===== src/rtl/control_wall.sv =====
// rtl/control_wall.sv - Wall sprite sequencer: erase, move, redraw and score steps paced by a frame divider.
module control_wall #(
  parameter int FRAME_DIV  = 833333,
  parameter int WALL_WIDTH = 10,
  parameter int SCREEN_H   = 120
) (
  input  logic       clk,
  input  logic       resetn,
  input  logic       go,
  input  logic       game_over,
  input  logic       wall_passed,
  output logic [1:0] alu_select,
  output logic       alu_en,
  output logic       plot,
  output logic [3:0] off_x,
  output logic [6:0] off_y,
  output logic       busy,
  output logic       overrun
);

  localparam int FW = ($clog2(FRAME_DIV) > 0) ? $clog2(FRAME_DIV) : 1;
  localparam logic [3:0]    X_LAST   = 4'(WALL_WIDTH - 1);
  localparam logic [6:0]    Y_LAST   = 7'(SCREEN_H - 1);
  localparam logic [FW-1:0] CNT_LAST = FW'(FRAME_DIV - 1);

  typedef enum logic [2:0] {
    S_IDLE, S_WAIT, S_DEL, S_UPD, S_DRAW, S_SCORE, S_INIT
  } state_t;

  state_t        r_state;
  state_t        w_next;
  logic [FW-1:0] r_frame_cnt;
  logic [3:0]    r_off_x;
  logic [6:0]    r_off_y;
  logic [1:0]    r_alu_sel;
  logic          r_pending;
  logic          r_overrun;
  logic          w_sweep;
  logic          w_last;
  logic          w_tick;
  logic          w_busy;

  assign w_sweep = (r_state == S_DEL) || (r_state == S_DRAW) || (r_state == S_INIT);
  assign w_last  = (r_off_x == X_LAST) && (r_off_y == Y_LAST);
  assign w_tick  = (r_state != S_IDLE) && (r_frame_cnt == CNT_LAST);
  assign w_busy  = (r_state != S_IDLE) && (r_state != S_WAIT);

  always_comb begin
    w_next = r_state;
    case (r_state)
      S_IDLE:  if (go) w_next = S_INIT;
      S_INIT:  if (w_last) w_next = S_WAIT;
      S_WAIT: begin
        if (game_over)                  w_next = S_IDLE;
        else if (w_tick || r_pending)   w_next = S_DEL;
      end
      S_DEL:   if (w_last) w_next = S_UPD;
      S_UPD:   w_next = S_DRAW;
      S_DRAW:  if (w_last) w_next = wall_passed ? S_SCORE : S_WAIT;
      S_SCORE: w_next = S_WAIT;
      default: w_next = S_IDLE;
    endcase
  end

  always_ff @(posedge clk or negedge resetn) begin
    if (!resetn) begin
      r_state <= S_IDLE;
    end else begin
      r_state <= w_next;
    end
  end

  // Select is registered from the next state so it holds its last value in IDLE/WAIT.
  always_ff @(posedge clk or negedge resetn) begin
    if (!resetn) begin
      r_alu_sel <= 2'd0;
    end else begin
      case (w_next)
        S_DEL:          r_alu_sel <= 2'd1;
        S_UPD:          r_alu_sel <= 2'd0;
        S_DRAW, S_INIT: r_alu_sel <= 2'd2;
        S_SCORE:        r_alu_sel <= 2'd3;
        default:        r_alu_sel <= r_alu_sel;
      endcase
    end
  end

  always_ff @(posedge clk or negedge resetn) begin
    if (!resetn) begin
      r_off_x <= 4'd0;
      r_off_y <= 7'd0;
    end else if (w_sweep) begin
      if (r_off_x == X_LAST) begin
        r_off_x <= 4'd0;
        r_off_y <= (r_off_y == Y_LAST) ? 7'd0 : r_off_y + 7'd1;
      end else begin
        r_off_x <= r_off_x + 4'd1;
      end
    end
  end

  // Clearing on the way into IDLE keeps the count at 0 for the whole IDLE stay.
  always_ff @(posedge clk or negedge resetn) begin
    if (!resetn) begin
      r_frame_cnt <= '0;
    end else if (r_state == S_IDLE || w_next == S_IDLE || w_tick) begin
      r_frame_cnt <= '0;
    end else begin
      r_frame_cnt <= r_frame_cnt + FW'(1);
    end
  end

  always_ff @(posedge clk or negedge resetn) begin
    if (!resetn) begin
      r_pending <= 1'b0;
      r_overrun <= 1'b0;
    end else if (w_next == S_IDLE) begin
      r_pending <= 1'b0;
    end else if (r_state == S_WAIT) begin
      r_pending <= 1'b0;
      if (w_tick && r_pending) r_overrun <= 1'b1;
    end else if (w_busy && w_tick) begin
      if (r_pending) r_overrun <= 1'b1;
      else           r_pending <= 1'b1;
    end
  end

  assign alu_select = r_alu_sel;
  assign alu_en     = (r_state == S_UPD) || (r_state == S_SCORE);
  assign plot       = w_sweep;
  assign off_x      = r_off_x;
  assign off_y      = r_off_y;
  assign busy       = w_busy;
  assign overrun    = r_overrun;

endmodule


===== config.mk =====
export PLATFORM = sky130hd
export DESIGN_NAME = control_wall
export DESIGN_NICKNAME = d
export VERILOG_FILES = /design/src/rtl/control_wall.sv
export SDC_FILE = /design/constraint.sdc
export NUM_CORES = 1
export LEC_CHECK = 0
export CAP_MARGIN = 20
export CORE_MARGIN = 2
export CORE_UTILIZATION = 60
export CTS_CLUSTER_DIAMETER = 60
export DETAILED_ROUTE_END_ITERATION = 8
export GPL_TIMING_DRIVEN = 0
export PLACE_DENSITY = 0.82
export SLEW_MARGIN = 20
export SYNTH_ARGS = -nofsm -noshare
export SYNTH_HDL_FRONTEND = slang
export SYNTH_SLANG_ARGS = --single-unit

===== constraint.sdc =====
create_clock -name clk -period 4.08 [get_ports clk]
set_clock_uncertainty 0.15 [all_clocks]
set_input_delay 0.816 -clock clk [delete_from_list [all_inputs] [get_ports clk]]
set_output_delay 0.816 -clock clk [all_outputs]
set_load 0.005 [all_outputs]

# Yosys cells after proc, flatten, opt, wreduce, memory -nomap -nowiden
# Cells that the tools add are included.
[totals]
register_bits = 38
in_bits = 5
out_inout_bits = 17
elab_cells = 67
[classes]
add_sub_neg = 3
eq_ne = 16
muxes = 19
bitwise = 1
n_reduce_logical = 21
[ops]
columns = ["cell", "n"]
rows = [
  ["two-way mux 3 bit", 7],
  ["case mux 3 bit (7 select lines)", 1],
  ["adder 20 x 1 -> 20 bit (second input constant)", 1],
  ["== test 20 bit (second input constant)", 1],
  ["two-way mux 20 bit", 1],
  ["== test 3 bit (second input constant)", 6],
  ["== test 3 x 2 -> 1 bit (second input constant)", 4],
  ["case mux 2 bit (4 select lines)", 1],
  ["adder 7 x 1 -> 7 bit (second input constant)", 1],
  ["== test 7 bit (second input constant)", 1],
  ["two-way mux 1 bit", 7],
  ["two-way mux 7 bit", 1],
  ["zero test 3 bit", 2],
  ["logical OR 1 bit", 6],
  ["nonzero test 3 bit", 2],
  ["logical AND 1 bit", 5],
  ["adder 4 x 1 -> 4 bit (second input constant)", 1],
  ["== test 4 bit (second input constant)", 1],
  ["two-way mux 4 bit", 1],
  ["AND reduction 4 bit", 1],
  ["nonzero test 2 bit", 2],
  ["nonzero test 4 bit", 1],
  ["== test 3 x 1 -> 1 bit (second input constant)", 1],
  ["inequality test 3 x 1 -> 1 bit (second input constant)", 1],
  ["other kinds (4)", 4],
]

# Logic depth before layout (Yosys ltp)
# Gate-level depths: netlist of the first run.
[depth]
ltp_word = 10
ltp_mapped = 9
ltp_nobuf = 8

# Least setup slack after synthesis of the first run
# OpenSTA, ideal clock, no wires.
[synth_path]
kind = "in2reg"
from = "input port go"
to = "register r_frame_cnt[11]"
setup_ps = 119
t_arrival_ps = 2006
required_time_ps = 3811
setup_slack_ps = 1805
path_stages = 7
n_path_buf = 1
cell_sequence = "o21ba_2 -> nor4_2 -> o21a_1 -> o221ai_2 -> nand2_4 -> buf_8 -> nor2_1"
[synth_between]
elab_chain_cells = 6
[synth_rtl]
columns = ["element", "line_no", "text"]
rows = [
  ["start: declaration", "9", "input logic go,"],
  ["two-way mux 3 bit", "51", "S_IDLE: if (go) w_next = S_INIT;"],
  ["case mux 3 bit (7 select lines)", "50", "case (r_state)"],
  ["zero test 3 bit", "106", "end else if (r_state == S_IDLE || w_next == S_IDLE || w_tick) begin"],
  ["logical OR 1 bit (2 in series)", "106", ""],
  ["two-way mux 20 bit", "106", ""],
  ["end signal: assignment", "109", "r_frame_cnt <= r_frame_cnt + FW'(1);"],
  ["end: declaration", "32", "logic [FW-1:0] r_frame_cnt;"],
]
# No other way between the ends.
# A chain may end at the register's enable or synchronous reset.

# Final worst setup path of the first run
[layout_path]
from = "register r_state[2]"
to = "output port plot"
[layout_between]
elab_chain_cells = 3
word_cells_on_any_way = 5
classes_between = "eq/ne (3); reduce/logical (2)"
[layout_rtl]
columns = ["element", "line_no", "text"]
rows = [
  ["start: declaration", "30", "state_t r_state;"],
  ["start signal: assignment", "69", "r_state <= w_next;"],
  ["== test 3 x 2 -> 1 bit / == test 3 bit (equally long branches)", "43", "assign w_sweep = (r_state == S_DEL) || (r_state == S_DRAW) || (r_state == S_INIT);"],
  ["logical OR 1 bit", "43", ""],
  ["logical OR 1 bit *", "43", ""],
  ["end: declaration", "14", "output logic plot,"],
]
# Every way passes the cells marked *; elsewhere a longest branch is shown, timed or not.

==> metrics.md, run 1 <==
| Metric | Value |
|---|---|
| Yosys warns | 0 |
| Slowest stage delay, CP | 450 ps |
| Status | completed |
| Largest area contributor in the netlist | dfrtp_1 |
| Crit share post-route | 65.3% |
| FF/Latch Area | 951 um^2 |
| DR vias | 1529 |
| WS Path Type | reg2out |
| Pleak | 1.04 nW |
| Sw Pwr | 0.129 mW |
| WL/cell | 14.9 um |
| Antenna Diode Count | 0 |
| Iteration-0 DRC Markers | 78 |
| VDD IR max | 0.212 mV |
| Switch share | 22.3% |
| Total track usage | 23.6% |
| Setup violations, final | 0 |
| Crit path cell chain | buf_4, o21ba_2, buf_2, clkdlybuf4s50_1 |
| Number of synthesized register bits | 38 |
| Syn Inst Count | 198 |
| Total chip power | 0.580 mW |
| Post-route cell area | 2360 um^2 |
| Seq/Total Area, Yosys | 46.9% |
| Worst r2r src | off_y[0] |
| Placed Area | 2320 um^2 |
| Vias in the first global route | 1624 |
| Layout cell share with drive strength beyond 1 | 13.7% |
| Clock Path Buffers | 2 |
| Internal power | 0.451 mW |
| Slew Limit Fails | 0 |
| Synthesized cell area | 2030 um^2 |
| Post-CTS Hold Fix Bufs | 0 |
| Vias per cell | 5.60 |
| Initial Util | 61.7% |
| Main synth FF type | dfrtp_1 |
| DRT antenna net count | 0 |
| Critical Path AT | 1700 ps |
| Later-pin clock latency in the skew report | 350 ps |
| Worst setup SP type | flip-flop |
| Gr ovfl total | 0 |
| Total Wirelength | 4060 um |
| Number of antenna violations at the first check in global routing | 0 |
| Comb pwr share | 3.4% |
| PwrDens | 246 nW/um^2 |
| Die Wd | 62.1 um |
| # H-tree levels | 2 |
| Fill count | 260 |
| Syn-to-layout area delta | 16.6% |
| Worst Tran Pin Value | 434 ps |
| CTS tree | built |
| FP Rows | 21 |
| Synth Area per Inst | 10.2 um^2 |
| Post-synth net total | 206 |
| Critical path origin | r_state[2] |
| Most frequent cells after synthesis | dfrtp_1 (38), nor2_1 (32), nand3_1 (14), xor2_1 (14), nand2_1 (13) |
| Multi-input logic area | 1000 um^2 |
| Setup TNS | 0 ps |
| CP required | 3110 ps |
| Buffer count from post-CTS setup fixing | 0 |
| Reg2Reg Depth | 8 |
| WHS | 226 ps |
| CTS root buf | clkbuf_4 |
| IO Pins | 22 |
| Detailed Routing Iterations Pass 1 | 4 |
| Reg2Reg Setup Slack | 1830 ps |
| Hold Crit Class | in2async |
| Core area | 3280 um^2 |
| Num CTS Buffers | 5 |
| Synth area leaders | dfrtp_1 (47%), xor2_1 (6.1%), nor2_1 (5.9%), xnor2_1 (5.2%), nand3_1 (3.5%) |
| Largest net degree at the start of global routing | 24 |
| Hold Vio Cnt, Final | 0 |
| Clock transition at path regs | 110 ps |
| Netlist cell types | 46 |
| Die height | 62.1 um |
| Sum of net half-perimeters after detailed placement | 3060 um |
| Tmin final | 2660 ps |
| Worst slew margin | 70.8% |
| Drt drc | 0 |
| Post-synth top area share | 46.9% |
| Async SR Flop Fraction | 100% |
| Sequential group share of total power | 65.0% |
| RSZ-0062 raised after global routing | no |
| EDFF count, synth | 0 |
| Post-CTS resize count | 0 |
| Global-route wire length before repair | 7210 um |
| Crit end category | output port |
| Dominant cell by count in the synthesized netlist | dfrtp_1 |
| Nets | 235 |
| Worst path slowest cell | clkdlybuf4s50_1 |
| Clock group share of total power | 31.5% |
| Top fanout value on the critical path | 10 |
| Die ar. | 3860 um^2 |
| Port bufs | 21 |
| # clock sinks | 38 |
| GP Congestion | 0.828 |
| Max Cap Violations | 0 |
| Fmax | 376 MHz |
## through the flow
step                util [%]  worst slack (ps)  cells
floorplan                  -              1810    198
global placement        69.8              1220    265
detailed placement      70.5              1140    266
CTS                     71.9              1400    273
global route            71.9              1360    273
finish                  71.9              1420    273
## worst max-delay path: cells and delay by family (launching register included)
family,cells,cell delay [ps]
AOI/OAI and AO/OA,1,200
buffers and inverters,3,780
DFF,1,370
## cells by family after synthesis
| family | Yosys count | synth area share, % |
|---|---|---|
| AOI/OAI and AO/OA | 22 | 9.57 |
| xor gates and xnor gates | 26 | 11.2 |
| buffers and inverters | 12 | 3.46 |
| adders and majority gates | 3 | 1.85 |
| DFF | 38 | 46.9 |
| and+or+nand+nor | 94 | 25.4 |
| muxes | 3 | 1.54 |
## cells in the final DEF, fill, tap and decap left out, types with 3 or more instances in the layout
cell type / n
nand2_1: 13
xor2_1: 14
clkdlybuf4s50_1: 20
nor2_1: 32
nand3_1: 14
and3_1: 3
o21ai_0: 6
dfrtp_1: 38
ha_1: 3
and2_1: 4
nor3_1: 3
inv_1: 7
clkbuf_4: 5
nand2b_1: 3
buf_2: 3
xnor2_1: 12
## layout make-up
type / instances / area share, %
Inverter: 7 / 1.11
Timing Repair Buffer: 22 / 9.86
Sequential cell: 38 / 40.3
Multi-Input combinational cell: 148 / 42.6
Clock buffer: 7 / 1.91
Tap cell: 46 / 2.44
Buffer: 5 / 1.85
## layer usage
metal	up-vias	global-route usage (%)	wire length, um
met5	-	0	0
li1	738	-	-
met4	0	8.61	72
met3	7	4.71	124
met1	760	27.4	1690
met2	24	43.1	2170
## final timing paths
kind                                        end
worst max-delay path                       plot
worst min-delay path                   off_x[1]
worst max register to register  r_frame_cnt[13]
worst min register to register          overrun
max in group asynchronous        r_frame_cnt[0]
min in group clk                        overrun
## flip-flops by register name, summed over array words and instances, names as in the netlist
name and flops:
r_frame_cnt 20, overrun 1, r_state 3, r_pending 1
off_y 7, alu_select 2, off_x 4
## power groups by stage
stage / Combinational (mW) / Clock, mW / Sequential (mW)
3_5_place_dp: 0.0204 / 0 / 0.385
2_1_floorplan: 0.00530 / 0 / 0.385
3_3_place_gp: 0.0169 / 0 / 0.385
4_1_cts: 0.0205 / 0.186 / 0.377
6_report: 0.0200 / 0.183 / 0.377
5_1_grt: 0.0221 / 0.201 / 0.377
Note: power is estimated with default switching activity, not from simulation.
==> inputs of run 2 (changes only) <==
--- a/config.mk
+++ b/config.mk
@@ -7,11 +7,11 @@
 export LEC_CHECK = 0
 export CAP_MARGIN = 20
 export CORE_MARGIN = 2
-export CORE_UTILIZATION = 60
+export CORE_UTILIZATION = 50
 export CTS_CLUSTER_DIAMETER = 60
 export DETAILED_ROUTE_END_ITERATION = 8
 export GPL_TIMING_DRIVEN = 0
-export PLACE_DENSITY = 0.82
+export PLACE_DENSITY = 0.73
 export SLEW_MARGIN = 20
 export SYNTH_ARGS = -nofsm -noshare
 export SYNTH_HDL_FRONTEND = slang
==> constraint.sdc (replaced) <==
create_clock -name clk -period 2.3 [get_ports clk]
set_clock_uncertainty 0.15 [all_clocks]
set_input_delay 0.46 -clock clk [delete_from_list [all_inputs] [get_ports clk]]
set_output_delay 0.46 -clock clk [all_outputs]
set_load 0.005 [all_outputs]
==> run 2 against run 1 <==
Against the previous run: first-iteration DRC count grew 88%; hold slack better by 100 ps; wire length shrank 5.4%; clock power rose by 130%; worst setup slack got worse by 1300 ps; largest cell class unchanged; largest power group unchanged; highest routed layer unchanged.
==> metrics.md, run 2 (synthesis results as in run 1) <==
| Metric | Value |
|---|---|
| Commonest non-fill, non-tap cells in the layout | dfrtp_1 (38), nor2_1 (32), clkdlybuf4s50_1 (20) |
| Number of antenna violations at the first check in global routing | 0 (unchanged) |
| Die ar. | 4580 um^2 (+19%) |
| RSZ-0062 raised after global routing | no |
| Clock Path Buffers | 2 (unchanged) |
| Antenna Diode Count | 0 (unchanged) |
| IO Pins | 22 (unchanged) |
| PwrDens | 461 nW/um^2 (+88%) |
| VDD IR max | 0.403 mV (+90%) |
| Hold Crit Class | reg2reg |
| Vias in the first global route | 1413 (-13%) |
| WS Path Type | reg2out |
| Gr ovfl total | 0 (unchanged) |
| Internal power | 0.893 mW (+98%) |
| Worst path slowest cell | clkdlybuf4s50_1 |
| # clock sinks | 38 (unchanged) |
| Port bufs | 21 (unchanged) |
| Nets | 240 (+2.1%) |
| Fin cells | 282 (+3.3%) |
| Final WS setup | 113 ps (-1300 ps) |
| Setup violations, final | 0 (unchanged) |
| GP Congestion | 0.766 (-7.5%) |
| Comb pwr share | 3.1% (-0.3 points) |
| DR vias | 1489 (-2.6%) |
| Total Wirelength | 3840 um (-5.4%) |
| Sequential group share of total power | 59.4% (-5.6 points) |
| DRT antenna net count | 0 (unchanged) |
| Fmax | 457 MHz |
| Num CTS Buffers | 5 (unchanged) |
| Worst setup SP type | flip-flop |
| Hold Vio Cnt, Final | 0 (unchanged) |
| Max Cap Violations | 0 (unchanged) |
| Top fanout value on the critical path | 10 (unchanged) |
| Initial Util | 51.4% (-10 points) |
| # H-tree levels | 2 (unchanged) |
| Later-pin clock latency in the skew report | 290 ps (-60 ps) |
| Crit end category | output port |
| CTS tree | built |
| WL/cell | 13.6 um (-8.4%) |
| Slowest stage delay, CP | 490 ps (+40 ps) |
| Global-route wire length before repair | 6350 um (-12%) |
| Drt drc | 0 (unchanged) |
| Worst Tran Pin Value | 436 ps (+1.61 ps) |
| Slew Limit Fails | 0 (unchanged) |
| Max reg flops | 20 (unchanged) |
| Die Wd | 67.7 um (+8.9%) |
| Sw Pwr | 0.235 mW (+82%) |
| Most common cell after layout, fill and taps aside | dfrtp_1 |
| Layout cell share with drive strength beyond 1 | 15.9% (+2.3 points) |
| Detailed Routing Iterations Pass 1 | 4 (unchanged) |
| Syn-to-layout area delta | 20.9% |
| Switch share | 20.8% (-1.4 points) |
| Crit share post-route | 95.1% |
| CTS root buf | clkbuf_8 |
| Core area | 3940 um^2 (+20%) |
| Tmin final | 2190 ps |
| Crit path cell chain | buf_4, xor2_1, and2_1, clkdlybuf4s50_1 |
| Vias per cell | 5.28 (-5.7%) |
| Die height | 67.7 um (+8.9%) |
| Iteration-0 DRC Markers | 147 (+88%) |
| Clock group share of total power | 37.6% (+6.1 points) |
| Sum of net half-perimeters after detailed placement | 2750 um (-10%) |
| Number of buffers and inverters on the critical path | 2 (-1) |
| Delay-heaviest family, CP | buffers and inverters |
| Pleak | 1.08 nW (+3.4%) |
| Place WS | -236 ps (-1380 ps) |
| Status | completed |
| Biggest register | r_frame_cnt |
| Worst slew margin | 70.7% (-0.090 points) |
| Total track usage | 18.7% (-4.9 points) |
| CP required | 1690 ps (-1420 ps) |
| Largest net degree at the start of global routing | 27 (+13%) |
| Clock transition at path regs | 80 ps (-30 ps) |
| Critical Path AT | 1580 ps (-120 ps) |
| FP Rows | 23 (+9.5%) |
| # placed instances | 270 (+1.5%) |
==> run 2: layout make-up <==
type                            count  area (um^2)
Buffer                              4         38.8
Clock buffer                        7         76.3
Fill cell                         349         1490
Inverter                            7         26.3
Multi-Input combinational cell    148         1020
Sequential cell                    38          951
Tap cell                           50         62.6
Timing Repair Buffer               28          273
==> run 2: power groups by stage <==
stage | Clock (mW) | Combinational [mW] | Sequential, mW
6_report | 0.423 | 0.0349 | 0.669
5_1_grt | 0.463 | 0.0388 | 0.669
4_1_cts | 0.433 | 0.0361 | 0.669
3_5_place_dp | 0 | 0.0347 | 0.682
3_3_place_gp | 0 | 0.0310 | 0.682
2_1_floorplan | 0 | 0.00941 | 0.682
==> run 2: path summary, 6_finish.rpt <==
check | to | cells past startpoint | start | slack (ps)
setup / recovery | alu_en | 4 | r_state[2] | 110
hold / removal | overrun | 1 | overrun | 330
setup reg to reg | r_frame_cnt[15] | 8 | off_y[0] | 150
hold reg to reg | overrun | 1 | overrun | 330
max in group asynchronous | r_frame_cnt[17] | 3 | resetn | 1100
min in group asynchronous | off_x[0] | 2 | resetn | 450
==> run 2: worst register-to-register path: cells and delay by family, from the launching register on <==
family / cells / cell delay, ps
DFF: 1 / 400
buffers and inverters: 1 / 140
adders and majority gates: 1 / 220
AOI/OAI and AO/OA: 2 / 310
and+or+nand+nor: 4 / 830
==> run 2: metal layers <==
| layer | vias to the layer above | part of all wire (%) | GRT usage [%] |
|---|---|---|---|
| met5 | - | 0 | 0 |
| met4 | 0 | 0.75 | 4.59 |
| met3 | 3 | 3.7 | 5.17 |
| met2 | 25 | 48 | 32.6 |
| met1 | 717 | 47 | 22.8 |
| li1 | 744 | - | - |
==> run 2: timing repair <==
item / CTS / global route
endpoints found under the setup margin: 0 / 11
resized for setup: 0 / 3
hold endpoints to repair: 12 / 0
buffers inserted: 0 / 5
hold buffers: 1 / 0
==> run 2: metrics by stage <==
stage               util, %  total power [mW]  instance area, um^2  TNS, ps  hold slack, ps
CTS                    60.9              1.14                 2400        0             337
finish                 62.1              1.13                 2450        0             327
floorplan                 -             0.692                 2030        0            14.4
global placement       58.3             0.713                 2300   -14830             317
detailed placement     58.7             0.717                 2310    -3510             227
global route           62.1              1.17                 2450        0             361
==> inputs of run 3 (changes only) <==
--- a/config.mk
+++ b/config.mk
@@ -7,11 +7,13 @@
 export LEC_CHECK = 0
 export CAP_MARGIN = 20
 export CORE_MARGIN = 2
-export CORE_UTILIZATION = 50
+export CORE_UTILIZATION = 45
 export CTS_CLUSTER_DIAMETER = 60
 export DETAILED_ROUTE_END_ITERATION = 8
 export GPL_TIMING_DRIVEN = 0
-export PLACE_DENSITY = 0.73
+export PLACE_DENSITY = 0.66
+export SKIP_CTS_REPAIR_TIMING = 1
+export SKIP_LAST_GASP = 1
 export SLEW_MARGIN = 20
 export SYNTH_ARGS = -nofsm -noshare
 export SYNTH_HDL_FRONTEND = slang
==> run 3 against run 2 <==
Against the previous run: die area increased by 10%; combinational power increased by 5%; critical path depth unchanged; worst setup slack improved by 2.5 ps; global-route usage decreased by 1.6 points; wire length decreased by 1.7%; hold slack got worse by 2.2 ps; highest routed layer unchanged.
==> metrics.md, run 3 (synthesis results as in run 1) <==
| Metric | Value |
|---|---|
| Status | completed |
| Num CTS Buffers | 5 (unchanged) |
| Crit share post-route | 95.0% (-0.11 points) |
| Worst setup SP type | flip-flop |
| Setup TNS | 0 ps (unchanged) |
| Hold Vio Cnt, Final | 0 (unchanged) |
| Fin cells | 281 (-0.35%) |
| Detailed Routing Iterations Pass 1 | 4 (unchanged) |
| PwrDens | 465 nW/um^2 (+0.97%) |
| Total Wirelength | 3780 um (-1.7%) |
| Top fanout value on the critical path | 10 (unchanged) |
| Die height | 71.1 um (+5.1%) |
| Commonest non-fill, non-tap cells in the layout | dfrtp_1 (38), nor2_1 (32), clkdlybuf4s50_1 (20) |
| DRT antenna net count | 0 (unchanged) |
| Final design utilization | 55.9% (-6.2 points) |
| Clock transition at path regs | 70 ps (about the same) |
| Vias per cell | 5.25 (-0.66%) |
| # placed instances | 272 (+0.74%) |
| Fill count | 388 (+11%) |
| Vias in the first global route | 1499 (+6.1%) |
| Core area | 4350 um^2 (+10%) |
| Antenna Diode Count | 0 (unchanged) |
| Nets | 237 (-1.3%) |
| Most common cell after layout, fill and taps aside | dfrtp_1 |
| Die Wd | 71.1 um (+5.1%) |
| Worst path slowest cell | clkdlybuf4s50_1 |
| Die ar. | 5050 um^2 (+10%) |
| RSZ-0062 raised after global routing | no |
| Slowest stage delay, CP | 490 ps (about the same) |
| Number of antenna violations at the first check in global routing | 0 (unchanged) |
| Sum of net half-perimeters after detailed placement | 2700 um (-1.9%) |
| Tmin final | 2180 ps (-2.45 ps) |
| CP required | 1690 ps (about the same) |
| Hold Crit Class | reg2reg |
| VDD IR max | 0.237 mV (-41%) |
| # clock sinks | 38 (unchanged) |
| Total chip power | 1.13 mW (+0.35%) |
| WHS | 325 ps (-2.18 ps) |
| CTS tree | built |
| Slew Limit Fails | 0 (unchanged) |
| Fmax | 458 MHz (+0.11%) |
| Setup violations, final | 0 (unchanged) |
| Max Cap Violations | 0 (unchanged) |
| WL/cell | 13.4 um (-1.3%) |
| Port bufs | 21 (unchanged) |
| Later-pin clock latency in the skew report | 290 ps (about the same) |
| Placed Area | 2320 um^2 (+0.43%) |
| Clock Path Buffers | 2 (unchanged) |
| Multi-input logic area | 1020 um^2 (-0.24%) |
| FP Rows | 24 (+4.3%) |
| IO Pins | 22 (unchanged) |
| Max reg flops | 20 (unchanged) |
| Critical Path AT | 1570 ps (about the same) |
| Biggest register | r_frame_cnt |
| Layout cell share with drive strength beyond 1 | 14.4% (-1.5 points) |
| Largest net degree at the start of global routing | 23 (-15%) |
| Final WS setup | 115 ps (+2.45 ps) |
| Worst Tran Pin Value | 453 ps (+16.7 ps) |
| WS Path Type | reg2out |
| Total track usage | 17.2% (-1.6 points) |
| Global-route wire length before repair | 6820 um (+7.5%) |
| Post-route cell area | 2430 um^2 (-0.61%) |
| CTS root buf | clkbuf_8 |
| Crit end category | output port |
| FF/Latch Area | 951 um^2 (unchanged) |
| Crit path cell chain | buf_4, xor2_1, and2_1, clkdlybuf4s50_1 |
| # H-tree levels | 2 (unchanged) |
| GP Congestion | 0.751 (-1.9%) |
| Drt drc | 0 (unchanged) |
| Worst slew margin | 69.8% (-0.89 points) |
| Pleak | 1.07 nW (-1.0%) |
| Iteration-0 DRC Markers | 74 (-50%) |
| Gr ovfl total | 0 (unchanged) |
| Initial Util | 46.5% (-4.9 points) |
| Place WS | -263 ps (-27.1 ps) |
| DR vias | 1474 (-1.0%) |
| Syn-to-layout area delta | 20.1% |
run 3: cell count changes in the layout (fill, tap and decap cells not counted), sizes merged:
cell	change
buf	-3
run 3: path summary, 6_finish.rpt:
| kind | from | endpoint | slack (ps) | depth (start not counted) |
|---|---|---|---|---|
| max | r_state[2] | alu_en | 120 | 4 |
| min | overrun | overrun | 320 | 1 |
| max reg2reg | off_y[0] | r_frame_cnt[13] | 170 | 9 |
| min reg2reg | overrun | overrun | 320 | 1 |
| max in group asynchronous | resetn | r_frame_cnt[5] | 1030 | 3 |
| min in group asynchronous | resetn | off_x[3] | 500 | 2 |
run 3: area by class of cell:
class / count / area share, %
buffer: 4 / 1.59
clock buffer: 7 / 3.14
inverter: 7 / 1.08
multi-input combinational: 148 / 41.9
sequential: 38 / 39.1
tap: 52 / 2.67
timing repair buffer: 25 / 10.6
run 3: worst max-delay path, delay by kind of cell, from the launching register on:
family / cells / cell delay, ps
DFF: 1 / 370
buffers and inverters: 2 / 660
and+or+nand+nor: 1 / 130
xor gates and xnor gates: 1 / 130
run 3: metal layers:
layer  GRT usage (%)  routed length [um]  vias to the layer above
li1                -                   -                      738
met1            21.8                1780                      711
met2            28.5                1820                       19
met3            4.27                 110                        6
met4            6.29                  66                        0
met5               0                   0                        -
run 3: power by group:
| part | internal (mW) | total (mW) | switching, mW | leakage [nW] |
|---|---|---|---|---|
| Combinational | 0.0165 | 0.0365 | 0.0200 | 0.538 |
| Sequential | 0.669 | 0.669 | 0.000356 | 0.491 |
| Clock | 0.209 | 0.426 | 0.217 | 0.0383 |
| Total | 0.894 | 1.13 | 0.238 | 1.07 |
